[src/rtl/fir_pkg.sv]
// Shared types and default sizing for the fir host-side loader.
package fir_pkg;

  localparam int FIR_TAPS = 16;
  localparam int FIR_DW   = 16;

  typedef enum logic [2:0] {
    IDLE,
    WIND,
    LOAD,
    RUN,
    DRAIN
  } fir_state_e;

endpackage

[src/rtl/fir_loader_if.sv]
// Upstream word stream, fir control/data lines and result stream of the loader.
interface fir_loader_if #(
  parameter int DW = 16
);

  logic          s_valid;
  logic          s_ready;
  logic [DW-1:0] s_data;

  logic          fir_wind;
  logic          fir_load;
  logic          fir_in_valid;
  logic [DW-1:0] fir_data;
  logic          fir_out_valid;
  logic [DW-1:0] fir_out;

  logic          m_valid;
  logic          m_ready;
  logic [DW-1:0] m_data;

  // slave: the loader itself; master: whatever surrounds it
  modport slave (
    input  s_valid, s_data, fir_out_valid, fir_out, m_ready,
    output s_ready, fir_wind, fir_load, fir_in_valid, fir_data, m_valid, m_data
  );

  modport master (
    output s_valid, s_data, fir_out_valid, fir_out, m_ready,
    input  s_ready, fir_wind, fir_load, fir_in_valid, fir_data, m_valid, m_data
  );

endinterface

[src/rtl/fir_loader_res_fifo.sv]
// Result FIFO between fir outputs and the downstream stream.
// Pointers carry one extra bit so full and empty stay distinguishable.
module res_fifo #(
  parameter int DW         = 16,
  parameter int FIFO_DEPTH = 4
) (
  input  logic                          clk,
  input  logic                          rstb,
  input  logic                          push,
  input  logic [DW-1:0]                 push_data,
  input  logic                          pop,
  output logic [DW-1:0]                 pop_data,
  output logic                          full,
  output logic                          empty,
  output logic [$clog2(FIFO_DEPTH):0]   count
);

  localparam int AW = $clog2(FIFO_DEPTH);

  logic [AW:0]   wr_ptr_q, wr_ptr_d;
  logic [AW:0]   rd_ptr_q, rd_ptr_d;
  logic [DW-1:0] mem_q [FIFO_DEPTH];
  logic [DW-1:0] mem_d [FIFO_DEPTH];
  logic          wr_en;
  logic          rd_en;

  always_comb begin
    empty    = (wr_ptr_q == rd_ptr_q);
    full     = (wr_ptr_q[AW] != rd_ptr_q[AW]) && (wr_ptr_q[AW-1:0] == rd_ptr_q[AW-1:0]);
    count    = wr_ptr_q - rd_ptr_q;
    pop_data = empty ? '0 : mem_q[rd_ptr_q[AW-1:0]];
    wr_en    = push && !full;
    rd_en    = pop && !empty;

    mem_d    = mem_q;
    wr_ptr_d = wr_ptr_q;
    rd_ptr_d = rd_ptr_q;
    if (wr_en) begin
      mem_d[wr_ptr_q[AW-1:0]] = push_data;
      wr_ptr_d                = wr_ptr_q + 1'b1;
    end
    if (rd_en) begin
      rd_ptr_d = rd_ptr_q + 1'b1;
    end
  end

  always_ff @(posedge clk or posedge rstb) begin
    if (rstb) begin
      wr_ptr_q <= '0;
      rd_ptr_q <= '0;
      mem_q    <= '{default: '0};
    end else begin
      wr_ptr_q <= wr_ptr_d;
      rd_ptr_q <= rd_ptr_d;
      mem_q    <= mem_d;
    end
  end

endmodule

[src/rtl/fir_loader.sv]
// Sequences coefficient/sample loading into fir, issues credit-limited
// in_valid strobes and returns the filter outputs through a result FIFO.
//
// state | meaning
// IDLE  | waiting for start
// WIND  | accepting TAPS coefficient words, replayed as wind beats
// LOAD  | accepting TAPS sample words, replayed as load beats
// RUN   | issuing run_len in_valid strobes, bounded by FIFO credits
// DRAIN | waiting for outstanding results and an empty FIFO
module fir_loader
  import fir_pkg::*;
#(
  parameter int TAPS       = FIR_TAPS,
  parameter int DW         = FIR_DW,
  parameter int FIFO_DEPTH = 4,
  parameter int RUN_W      = 8
) (
  input  logic             clk,
  input  logic             rstb,
  input  logic             start,
  input  logic [RUN_W-1:0] run_len,
  output logic             busy,
  output logic             done,
  output logic             err,
  fir_loader_if.slave      bus
);

  localparam int BW = $clog2(TAPS + 1);
  localparam int CW = $clog2(FIFO_DEPTH) + 1;
  localparam logic [BW-1:0] BEAT_LAST = BW'(TAPS - 1);
  localparam logic [CW:0]   DEPTH_C   = (CW + 1)'(FIFO_DEPTH);

  fir_state_e       state_q, state_d;
  logic [BW-1:0]    beat_cnt_q, beat_cnt_d;
  logic [RUN_W-1:0] run_cnt_q, run_cnt_d;
  logic [CW-1:0]    credit_q, credit_d;
  logic             err_q, err_d;
  logic             fir_wind_q, fir_wind_d;
  logic             fir_load_q, fir_load_d;
  logic             fir_in_valid_q, fir_in_valid_d;
  logic [DW-1:0]    fir_data_q, fir_data_d;

  logic             start_acc;
  logic             hs;
  logic             last_beat;
  logic             issue;
  logic             ret;
  logic             spurious;
  logic             drain_ok;
  logic [CW:0]      occ;

  logic             fifo_push;
  logic             fifo_pop;
  logic [DW-1:0]    fifo_head;
  logic             fifo_full;
  logic             fifo_empty;
  logic [CW-1:0]    fifo_count;

  res_fifo #(
    .DW         (DW),
    .FIFO_DEPTH (FIFO_DEPTH)
  ) u_res_fifo (
    .clk       (clk),
    .rstb      (rstb),
    .push      (fifo_push),
    .push_data (bus.fir_out),
    .pop       (fifo_pop),
    .pop_data  (fifo_head),
    .full      (fifo_full),
    .empty     (fifo_empty),
    .count     (fifo_count)
  );

  always_ff @(posedge clk or posedge rstb) begin
    if (rstb) begin
      state_q <= IDLE;
    end else begin
      state_q <= state_d;
    end
  end

  always_comb begin
    state_d = state_q;
    unique case (state_q)
      IDLE:    if (start_acc) state_d = WIND;
      WIND:    if (last_beat) state_d = LOAD;
      LOAD:    if (last_beat) state_d = (run_cnt_q == '0) ? DRAIN : RUN;
      RUN:     if (issue && run_cnt_q == RUN_W'(1)) state_d = DRAIN;
      DRAIN:   if (drain_ok) state_d = IDLE;
      default: state_d = IDLE;
    endcase
  end

  always_comb begin
    busy        = (state_q != IDLE);
    done        = (state_q == DRAIN) && drain_ok;
    bus.s_ready = (state_q == WIND) || (state_q == LOAD);
  end

  always_comb begin
    start_acc = start && (state_q == IDLE);
    hs        = bus.s_valid && bus.s_ready;
    last_beat = hs && (beat_cnt_q == '0);
    // Credits plus queued results must leave room for every strobe in flight.
    occ       = {1'b0, credit_q} + {1'b0, fifo_count};
    issue     = (state_q == RUN) && (run_cnt_q != '0) && (occ < DEPTH_C);
    ret       = bus.fir_out_valid && (credit_q != '0);
    spurious  = bus.fir_out_valid && (credit_q == '0);
    drain_ok  = (credit_q == '0) && fifo_empty;
    fifo_push = ret && !fifo_full;
    fifo_pop  = !fifo_empty && bus.m_ready;

    beat_cnt_d = beat_cnt_q;
    if (start_acc) begin
      beat_cnt_d = BEAT_LAST;
    end else if (hs) begin
      beat_cnt_d = (beat_cnt_q == '0) ? BEAT_LAST : beat_cnt_q - BW'(1);
    end

    run_cnt_d = run_cnt_q;
    if (start_acc) begin
      run_cnt_d = run_len;
    end else if (issue) begin
      run_cnt_d = run_cnt_q - RUN_W'(1);
    end

    credit_d = credit_q;
    if (issue && !ret) begin
      credit_d = credit_q + CW'(1);
    end else if (!issue && ret) begin
      credit_d = credit_q - CW'(1);
    end

    err_d = err_q;
    if (start_acc) err_d = 1'b0;
    if (spurious)  err_d = 1'b1;

    fir_wind_d     = hs && (state_q == WIND);
    fir_load_d     = hs && (state_q == LOAD);
    fir_in_valid_d = issue;
    fir_data_d     = hs ? bus.s_data : fir_data_q;
  end

  always_ff @(posedge clk or posedge rstb) begin
    if (rstb) begin
      beat_cnt_q     <= '0;
      run_cnt_q      <= '0;
      credit_q       <= '0;
      err_q          <= 1'b0;
      fir_wind_q     <= 1'b0;
      fir_load_q     <= 1'b0;
      fir_in_valid_q <= 1'b0;
      fir_data_q     <= '0;
    end else begin
      beat_cnt_q     <= beat_cnt_d;
      run_cnt_q      <= run_cnt_d;
      credit_q       <= credit_d;
      err_q          <= err_d;
      fir_wind_q     <= fir_wind_d;
      fir_load_q     <= fir_load_d;
      fir_in_valid_q <= fir_in_valid_d;
      fir_data_q     <= fir_data_d;
    end
  end

  assign err              = err_q;
  assign bus.fir_wind     = fir_wind_q;
  assign bus.fir_load     = fir_load_q;
  assign bus.fir_in_valid = fir_in_valid_q;
  assign bus.fir_data     = fir_data_q;
  assign bus.m_valid      = !fifo_empty;
  assign bus.m_data       = fifo_head;

endmodule

[src/flat_wrapper.sv]
// flat-port wrapper written by rule: the top's interface ports become plain ports
module fir_loader_flat import fir_pkg::*;
#(
  parameter int TAPS       = FIR_TAPS,
  parameter int DW         = FIR_DW,
  parameter int FIFO_DEPTH = 4,
  parameter int RUN_W      = 8
)
  (clk, rstb, start, run_len, busy, done, err, bus_s_valid, bus_s_data, bus_fir_out_valid, bus_fir_out, bus_m_ready, bus_s_ready, bus_fir_wind, bus_fir_load, bus_fir_in_valid, bus_fir_data, bus_m_valid, bus_m_data);
  fir_loader_if #(.DW(DW)) bus_i ();
  input  logic clk;
  input  logic rstb;
  input  logic start;
  input  logic [RUN_W-1:0] run_len;
  output logic busy;
  output logic done;
  output logic err;
  input wire logic [$bits(bus_i.s_valid)-1:0] bus_s_valid;
  input wire logic [$bits(bus_i.s_data)-1:0] bus_s_data;
  input wire logic [$bits(bus_i.fir_out_valid)-1:0] bus_fir_out_valid;
  input wire logic [$bits(bus_i.fir_out)-1:0] bus_fir_out;
  input wire logic [$bits(bus_i.m_ready)-1:0] bus_m_ready;
  output wire logic [$bits(bus_i.s_ready)-1:0] bus_s_ready;
  output wire logic [$bits(bus_i.fir_wind)-1:0] bus_fir_wind;
  output wire logic [$bits(bus_i.fir_load)-1:0] bus_fir_load;
  output wire logic [$bits(bus_i.fir_in_valid)-1:0] bus_fir_in_valid;
  output wire logic [$bits(bus_i.fir_data)-1:0] bus_fir_data;
  output wire logic [$bits(bus_i.m_valid)-1:0] bus_m_valid;
  output wire logic [$bits(bus_i.m_data)-1:0] bus_m_data;
  assign bus_i.s_valid = bus_s_valid;
  assign bus_i.s_data = bus_s_data;
  assign bus_i.fir_out_valid = bus_fir_out_valid;
  assign bus_i.fir_out = bus_fir_out;
  assign bus_i.m_ready = bus_m_ready;
  assign bus_s_ready = bus_i.s_ready;
  assign bus_fir_wind = bus_i.fir_wind;
  assign bus_fir_load = bus_i.fir_load;
  assign bus_fir_in_valid = bus_i.fir_in_valid;
  assign bus_fir_data = bus_i.fir_data;
  assign bus_m_valid = bus_i.m_valid;
  assign bus_m_data = bus_i.m_data;
  fir_loader #(.TAPS(TAPS), .DW(DW), .FIFO_DEPTH(FIFO_DEPTH), .RUN_W(RUN_W)) u_core (.clk(clk), .rstb(rstb), .start(start), .run_len(run_len), .busy(busy), .done(done), .err(err), .bus(bus_i));
endmodule
[config.mk]
export PLATFORM = sky130hd
export DESIGN_NAME = fir_loader_flat
export DESIGN_NICKNAME = d
export VERILOG_FILES = /design/src/rtl/fir_pkg.sv /design/src/rtl/fir_loader_if.sv /design/src/rtl/fir_loader_res_fifo.sv /design/src/rtl/fir_loader.sv /design/src/flat_wrapper.sv
export SDC_FILE = /design/constraint.sdc
export NUM_CORES = 1
export LEC_CHECK = 0
export CAP_MARGIN = 20
export CORE_UTILIZATION = 25
export DETAILED_ROUTE_END_ITERATION = 6
export PLACE_DENSITY_LB_ADDON = 0.1
export SLEW_MARGIN = 30
export SYNTH_ARGS = -nofsm -noshare
export SYNTH_HDL_FRONTEND = slang
export SYNTH_SLANG_ARGS = --single-unit
[constraint.sdc]
create_clock -name clk -period 4.7 [get_ports clk]
set_input_delay 1.41 -clock clk [delete_from_list [all_inputs] [get_ports clk]]
set_output_delay 1.41 -clock clk [all_outputs]
set_load 0.05 [all_outputs]
==> results of run 1 <==
## flip-flops by register name, summed over array words and instances (netlist names), 3 cells and up
register / flops
u_core.beat_cnt_q: 5
u_core.bus.fir_data: 16
u_core.credit_q: 3
u_core.run_cnt_q: 8
u_core.state_q: 3
u_core.u_res_fifo.mem_q: 64
u_core.u_res_fifo.rd_ptr_q: 3
u_core.u_res_fifo.wr_ptr_q: 3
## stage by stage
step | cell area, µm² | instances | hold slack (ns) | setup slack, ns | util
6_report | 6810 | 739 | 0.484 | 1.16 | 0.337
4_1_cts | 6810 | 739 | 0.486 | 1.15 | 0.337
3_3_place_gp | 6530 | 723 | 0.474 | 1.07 | 0.323
5_1_grt | 6810 | 739 | 0.517 | 0.905 | 0.337
3_5_place_dp | 6530 | 723 | 0.476 | 1.02 | 0.323
2_1_floorplan | 5160 | 376 | 0.451 | 0.147 | -
## cell type report
class | count | share of cell area
Clock inverter | 7 | 0.00827
Inverter | 15 | 0.00863
Sequential cell | 109 | 0.400
Timing Repair Buffer | 93 | 0.162
Clock buffer | 9 | 0.0331
Multi-Input combinational cell | 236 | 0.338
Tap cell | 270 | 0.0496
## worst max-delay path, cell delays in order, from the launching register on
cell,delay (ns)
dfrtp_1,0.41
inv_1,0.15
ha_1,0.17
inv_1,0.05
fa_1,0.37
xnor2_1,0.18
ha_1,0.25
nor4b_1,0.26
and3_1,0.45
nand2_8,0.08
inv_1,0.09
ha_1,0.18
inv_1,0.06
fa_1,0.37
xor2_1,0.15
nor2_1,0.11
xor2_1,0.14
## layer usage
metal  routed length [µm]  GRT usage  vias up
met5                    0          0        -
met4                  151     0.0363        0
met3                  476     0.0326        8
met2                 5860      0.198       57
met1                 5180      0.145     1679
li1                     -          -     1516
## logic make-up (layout without fill, tap and decap cells)
family	count (synthesis)	count (layout)	synth area share
AND/OR/NAND/NOR	77	77	0.0854
XOR/XNOR	19	19	0.0323
AO/OA/AOI/OAI	23	23	0.0303
multiplexers	101	101	0.256
buffers and inverters	31	124	0.0262
adder cells (fa/ha/maj)	16	16	0.0417
flip-flops	109	109	0.529
## cell usage in the layout (no fill, tap or decap), types with 10 or more instances in the layout
| cell | instances |
|---|---|
| and2_1 | 17 |
| buf_12 | 19 |
| clkdlybuf4s50_1 | 67 |
| dfrtp_1 | 109 |
| ha_1 | 14 |
| inv_1 | 14 |
| mux2_2 | 82 |
| mux4_2 | 16 |
| nand2_1 | 13 |
| nor2_1 | 15 |
| xor2_1 | 10 |
## worst max-delay path by stage
stage,to,slack [ns]
after global placement,u_core.u_res_fifo.mem_q[15],1.07
after detailed placement,u_core.u_res_fifo.mem_q[5],1.02
after floorplan,done,0.15
after global routing,u_core.credit_q[2],0.90
final,u_core.credit_q[2],1.16
after CTS,u_core.credit_q[2],1.15
==> out/metrics.cfg, run 1 <==
[route]
firstDrtPassIters=4
routed_via_density=4.41
wl_um=11700
drc=0
ant_nets=0
route.vias.total=3260
drt_iter0_markers=72
wire_per_inst_um=15.8

[yosys]
ys_seq_area_frac=0.529
synth_top_area_share=0.529
yosysTopAreaCell=dfrtp_1
synth_most_common_cell=dfrtp_1
ys_types=41
synth.area.top_cells=dfrtp_1 53%, mux2_2 18%, mux4_2 7.0%, ha_1 3.4%, and2_1 2.1%
synth_area_um2=5160
synthTopCellsByCount=109 x dfrtp_1, 82 x mux2_2, 17 x and2_1
synth_ff_type=dfrtp_1
yosysWarnings=0
netlist_instances=376
synthArstFlopShare=1.00
synth_edf_count=0
syn_avg_cell_area_um2=13.7
ys_ff_latch=109
synth_nets=438

[sta]
hold_viol_final=0
worst_pin_slew_ns=0.919
skew_ns=0.00761
rsz0062_at_grt=false
slew_violations=0
max_freq_mhz=283
period_minus_slack_ns=3.54
setup-violations-final=0
setup_tns_ns=0
period_share=0.752
max_slew_margin=0.386

[cells_and_area]
drive_gt1_frac=0.318
syn2layout_area_growth_pct=32.0
fin_nets=526
multi_input_comb_area_um2=2300
n_fill_cell=1981
seq_area_um2=2730
antenna_cells=0

[die]
fp.dieW_um=146
coreArea_um2=20200
fp-row-count=52
start_util=0.255
dieArea_um2=21200
io_pins=86
dieHeight_um=146

[setup_path]
worstReg2RegStart=u_core.u_res_fifo.wr_ptr_q[0]
cp-end-kind=flop
cp_max_fo=8
cp.required_ns=4.98
critPathLaunch=u_core.u_res_fifo.wr_ptr_q[0]
setup.worst_path.class=flop to flop
worstReg2RegEnd=u_core.credit_q[2]
cp.arrival_ns=3.82
cp-start-kind=flop
r2r_cells=16
ff2ff_setup_slack_ns=1.16

[clocking]
clk_latency_ns=0.35
cts_num_sinks=109
cts_tree=built
cts_buffers=9
cts.repair.resized=0
clock_path_buffers=2
cts_root_buf=clkbuf_16
htreeDepth=3
cts_hold_buf=0
cts_setup_buffers=0
clk_transition_reported_paths_ns=0.08

[place]
portBuffers=85
routabilityCongestion=0.697
dpl.hpwl_um=7810

[worst_hold_path]
min_delay_path_depth=1
min_from=u_core.beat_cnt_q[3]
worstHoldEndpoint=u_core.beat_cnt_q[3]
hold_path_class=flop to flop

[global_routing]
grt_pass1_wl_um=19300
grt_max_degree=59
antenna_found_initial=0
grt_pass1_vias=3577
grt.overflow.total=0
grt.total_usage=0.117

[status]
status=completed

[run]
max_cap_violations=0

Power of run 1 is left out: the tool's default activity adds up to more than one toggle a clock period on the data nets, which glitch-free logic cannot reach.
==> run 2, diff against run 1 <==
- clock period: 4.7 -> 3.3 ns (I/O delays scaled with it)
==> run 2 against run 1 <==
  * Worst setup slack got worse by 0.97 ns
  * Routed wire length increased by 0.10%
  * Highest routed layer unchanged
  * Sequential share of layout area fell by 0.78 points
  * Flip-flop and latch count is the same
  * First-iteration DRC count is 86% higher
  * Global-route usage barely moved
  * Critical path depth did not move
  * Non-clock buffer count is 8 higher
  * Register-to-register slack got worse by 0.97 ns
==> out/metrics.cfg, run 2 (synthesis gave the netlist of run 1 again) <==
[die]
fp.dieW_um=146  ; unchanged
dieArea_um2=21200  ; unchanged
dieHeight_um=146  ; unchanged
fp-row-count=52  ; unchanged
io_pins=86  ; unchanged
start_util=0.255  ; unchanged
coreArea_um2=20200  ; unchanged

[cells_and_area]
seq_area_um2=2730  ; unchanged
antenna_cells=0  ; unchanged
regMostFlops=u_core.u_res_fifo.mem_q
fin_nets=534  ; +1.5%
n_fill_cell=1974  ; -0.35%
largest_reg_flops=64  ; unchanged
multi_input_comb_area_um2=2320  ; +0.92%
final_cell_mix=109 x dfrtp_1, 82 x mux2_2, 67 x clkdlybuf4s50_1
layout_commonest_cell=dfrtp_1
drive_gt1_frac=0.338  ; +0.0198
syn2layout_area_growth_pct=34.6

[setup_path]
cp_max_fo=3  ; -5
critPathLaunch=u_core.u_res_fifo.wr_ptr_q[0]
ff2ff_setup_slack_ns=0.19  ; -0.97 ns
cp-endpoint=u_core.credit_q[2]
critPathSlowestCell=dfrtp_1
worstReg2RegEnd=u_core.credit_q[2]
worstReg2RegStart=u_core.u_res_fifo.wr_ptr_q[0]
path_common_cell=inv_1
setup.worst_path.class=flop to flop
cp.required_ns=3.57  ; -1.41 ns
cp-start-kind=flop
r2r_cells=16  ; unchanged
cp.arrival_ns=3.38  ; -0.44 ns
slowest_delay_ns=0.38  ; -0.07 ns
crit_chain=inv_1 -> ha_1 -> inv_1 -> fa_1 -> xnor2_1 -> ha_1 -> nor4b_2 -> and3_4 -> nand2_8 -> inv_1 -> ha_2 -> inv_1 -> fa_2 -> xor2_1 -> nor2_1 -> xor2_1
cp-end-kind=flop

[clocking]
cts_hold_buf=0  ; unchanged
cts_tree=built
clock_path_buffers=2  ; unchanged
cts_num_sinks=109  ; unchanged
cts_buffers=9  ; unchanged
htreeDepth=3  ; unchanged
clk_latency_ns=0.35  ; about the same
clk_transition_reported_paths_ns=0.07  ; about the same
cts_root_buf=clkbuf_16

[global_routing]
grt_max_degree=81  ; +37%
grt.total_usage=0.118  ; +0.000488
grt_pass1_vias=3478  ; -2.8%
antenna_found_initial=0  ; unchanged
grt_pass1_wl_um=19300  ; +0.32%
grt.overflow.total=0  ; unchanged

[place]
dpl.hpwl_um=7830  ; +0.25%
routabilityCongestion=0.744  ; +6.8%
portBuffers=85  ; unchanged

[sta]
rsz0062_at_grt=false
period_share=0.942  ; +0.190
max_slew_margin=0.559  ; +0.173
skew_ns=0.0106  ; +0.00299 ns
worst_pin_slew_ns=0.659  ; -0.259 ns
period_minus_slack_ns=3.11  ; -0.427 ns
setup_tns_ns=0  ; unchanged
max_freq_mhz=322  ; +14%
slew_violations=0  ; unchanged
hold_viol_final=0  ; unchanged
setup-violations-final=0  ; unchanged

[worst_hold_path]
hold_path_class=flop to flop

[status]
status=completed

[route]
route.vias.total=3250  ; -0.31%
ant_nets=0  ; unchanged
drc=0  ; unchanged
routed_via_density=4.35  ; -1.4%
wl_um=11700  ; +0.10%
firstDrtPassIters=4  ; unchanged
drt_iter0_markers=134  ; +86%
wire_per_inst_um=15.6  ; -0.97%

[run]
max_cap_violations=0  ; unchanged

## run 2: cell types whose count changed in the layout (fill, tap and decap cells not counted), moves of 2 or more
cell,before,now
buf_12,19,21
buf_4,7,13
clkinv_2,2,0
clkinvlp_4,0,2
## run 2: per-layer routing
layer / wire length, µm / up-vias / part of all wire / GRT usage
met4: 108 / 0 / 0.0092 / 0.0284
met3: 524 / 8 / 0.045 / 0.0373
li1: - / 1527 / - / -
met1: 5460 / 1662 / 0.47 / 0.153
met2: 5590 / 53 / 0.48 / 0.190
met5: 0 / - / 0 / 0
## run 2: worst min-delay path by stage
| stage | startpoint | end | slack (ns) | cells past startpoint |
|---|---|---|---|---|
| after floorplan | u_core.beat_cnt_q[3] | u_core.beat_cnt_q[3] | 0.45 | 1 |
| after global placement | u_core.beat_cnt_q[3] | u_core.beat_cnt_q[3] | 0.48 | 1 |
| after detailed placement | u_core.u_res_fifo.mem_q[28] | u_core.u_res_fifo.mem_q[28] | 0.49 | 1 |
| after CTS | u_core.u_res_fifo.mem_q[28] | u_core.u_res_fifo.mem_q[28] | 0.51 | 1 |
| after global routing | u_core.u_res_fifo.mem_q[16] | u_core.u_res_fifo.mem_q[16] | 0.52 | 1 |
| final | u_core.beat_cnt_q[3] | u_core.beat_cnt_q[3] | 0.50 | 1 |
## run 2: layout make-up
| cell class | count | share of cell area |
|---|---|---|
| Tap cell | 270 | 0.0486 |
| Inverter | 15 | 0.00865 |
| Multi-Input combinational cell | 236 | 0.334 |
| Sequential cell | 109 | 0.393 |
| Clock buffer | 11 | 0.0349 |
| Clock inverter | 5 | 0.00955 |
| Timing Repair Buffer | 101 | 0.171 |
## run 2: timing repair
action | 4_1_cts | 5_1_grt
buffers inserted | 0 | 1
gates resized for setup | 0 | 5
endpoints found under the setup margin | 0 | 2
## run 2: worst max-delay path: cells and delay by family (launching register included)
kind / cells / cell delay (ns)
xor gates and xnor gates: 3 / 0.45
adders and majority gates: 5 / 1.30
DFF: 1 / 0.38
buffers and inverters: 4 / 0.24
and+or+nand+nor: 4 / 0.67
## run 2: metrics by stage
stage | area (µm²) | hold slack [ns] | setup slack (ns) | utilization | std cells
2_1_floorplan | 5180 | 0.451 | 0.00786 | - | 376
3_3_place_gp | 6610 | 0.478 | 0.0761 | 0.327 | 730
3_5_place_dp | 6610 | 0.488 | 0.0458 | 0.327 | 730
4_1_cts | 6920 | 0.506 | 0.0160 | 0.342 | 746
5_1_grt | 6950 | 0.517 | 0.0358 | 0.343 | 747
6_report | 6950 | 0.499 | 0.191 | 0.343 | 747
Power of run 2 is left out for the same reason.
==> run 3, diff against run 2 <==
- SETUP_SLACK_MARGIN: not set -> 0.2
==> run 3 against run 2 <==
  * Design area barely moved
  * Flip-flop and latch count did not move
  * Final cell count rose by 0.13%
  * Global-route usage rose by 0.096 points
  * Via count rose by 0.52%
  * Register-to-register slack improved by 0.12 ns
  * Highest routed layer unchanged
  * Clock skew fell by 0.0021 ns
  * Critical path type is now flop to output port
  * Die area did not move
  * Maximum frequency rose by 3.1%
  * Worst setup slack improved by 0.093 ns
==> out/metrics.cfg, run 3 (synthesis gave the netlist of run 1 again) <==
[cells_and_area]
final_cell_mix=109 x dfrtp_1, 82 x mux2_2, 66 x clkdlybuf4s50_1
regMostFlops=u_core.u_res_fifo.mem_q
fin_nets=535  ; +0.19%
postLayoutCellArea_um2=6940  ; about the same
antenna_cells=0  ; unchanged
largest_reg_flops=64  ; unchanged
syn2layout_area_growth_pct=34.6  ; about the same
drive_gt1_frac=0.349  ; +0.0118
layout_commonest_cell=dfrtp_1

[setup_path]
crit_chain=buf_4 -> mux4_2 -> and2_1 -> buf_12
worstReg2RegStart=u_core.u_res_fifo.wr_ptr_q[0]
critPathSlowestCell=mux4_2
cp-end-kind=output port
cp_max_fo=18  ; +15
worstReg2RegEnd=u_core.credit_q[2]
slowest_delay_ns=0.58  ; +0.20 ns
cp-start-kind=flop
ff2ff_setup_slack_ns=0.31  ; +0.12 ns
cp-endpoint=bus_m_data[5]
critPathLaunch=u_core.u_res_fifo.rd_ptr_q[0]
cp.required_ns=2.31  ; -1.26 ns
setup.worst_path.class=flop to output port
cp.arrival_ns=2.03  ; -1.35 ns
r2r_cells=16  ; unchanged

[die]
dieHeight_um=146  ; unchanged
start_util=0.255  ; unchanged
dieArea_um2=21200  ; unchanged
fp-row-count=52  ; unchanged
fp.dieW_um=146  ; unchanged
io_pins=86  ; unchanged
coreArea_um2=20200  ; unchanged

[clocking]
cts_hold_buf=0  ; unchanged
htreeDepth=3  ; unchanged
cts_tree=built
clock_path_buffers=2  ; unchanged
clk_transition_reported_paths_ns=0.07  ; about the same
cts_root_buf=clkbuf_16
clk_latency_ns=0.36  ; about the same
cts_buffers=9  ; unchanged
cts_num_sinks=109  ; unchanged

[sta]
setup_tns_ns=0  ; unchanged
rsz0062_at_grt=true
hold_viol_final=0  ; unchanged
max_freq_mhz=331  ; +3.1%
layout_setup_ws_ns=0.283  ; +0.0927 ns
setup-violations-final=0  ; unchanged
period_minus_slack_ns=3.02  ; -0.0927 ns
max_slew_margin=0.559  ; about the same
holdWs_ns=0.488  ; -0.0108 ns
slew_violations=0  ; unchanged
period_share=0.914  ; -0.0281
skew_ns=0.00846  ; -0.00214 ns
worst_pin_slew_ns=0.660  ; +0.000277 ns

[status]
status=completed

[place]
portBuffers=85  ; unchanged
dp_slack_ns=0.131  ; +0.0854 ns
dpl.hpwl_um=7900  ; +0.86%
place_area_um2=6630  ; +0.19%
routabilityCongestion=0.729  ; -2.0%

[global_routing]
grt_pass1_wl_um=19400  ; about the same
grt_pass1_vias=3488  ; +0.29%
grt_max_degree=53  ; -35%
grt.total_usage=0.119  ; +0.000965
antenna_found_initial=0  ; unchanged
grt.overflow.total=0  ; unchanged

[worst_hold_path]
min_delay_path_depth=1  ; unchanged
hold_path_class=flop to flop

[route]
drt_iter0_markers=84  ; -37%
drc=0  ; unchanged
ant_nets=0  ; unchanged
firstDrtPassIters=4  ; unchanged
route.vias.total=3267  ; +0.52%
wl_um=11700  ; +0.27%
wire_per_inst_um=15.7  ; +0.13%
routed_via_density=4.37  ; +0.39%

[run]
max_cap_violations=0  ; unchanged

run 3: cell types whose count changed in the layout (fill, tap and decap cells not counted), moves of 2 or more:
cell / change
inv_1: -2
inv_6: +3
buf_4: +2
inv_2: +2
run 3: metal layers:
metal  share of wire  vias up  global-route usage
met4           0.018        0              0.0521
met3           0.030       14              0.0185
met1            0.49     1674               0.163
met2            0.46       49               0.185
li1                -     1530                   -
met5               0        -                   0
run 3: area by class of cell:
| type | count | area, µm² |
|---|---|---|
| Fill cell | 1951 | 13300 |
| Sequential cell | 109 | 2730 |
| Multi-Input combinational cell | 236 | 2340 |
| Timing Repair Buffer | 102 | 1190 |
| Tap cell | 270 | 338 |
| Clock buffer | 10 | 239 |
| Inverter | 15 | 60.1 |
| Clock inverter | 6 | 51.3 |
run 3: worst max-delay path: cells and delay by family, from the launching register on:
kind          cells  cell delay, ns
buf+inv           2            0.51
flops             1            0.36
mux               1            0.58
simple gates      1            0.21
run 3: worst min path at each step:
stage	start	endpoint
after floorplan	u_core.beat_cnt_q[3]	u_core.beat_cnt_q[3]
after global placement	u_core.beat_cnt_q[3]	u_core.beat_cnt_q[3]
after detailed placement	u_core.beat_cnt_q[3]	u_core.beat_cnt_q[3]
after CTS	u_core.beat_cnt_q[3]	u_core.beat_cnt_q[3]
after global routing	u_core.beat_cnt_q[3]	u_core.beat_cnt_q[3]
final	u_core.beat_cnt_q[3]	u_core.beat_cnt_q[3]
run 3: what timing repair did:
action,in CTS,in global routing
hold endpoints to repair,0,0
setup endpoints to repair,2,14
pin swaps,2,3
buffers inserted,1,0
resized for setup,1,4
run 3: stage by stage:
stage,std cells,utilization
finish,748,0.343
global route,748,0.343
CTS,748,0.342
detailed placement,731,0.327
global placement,731,0.327
floorplan,376,-
Power of run 3 is left out for the same reason.
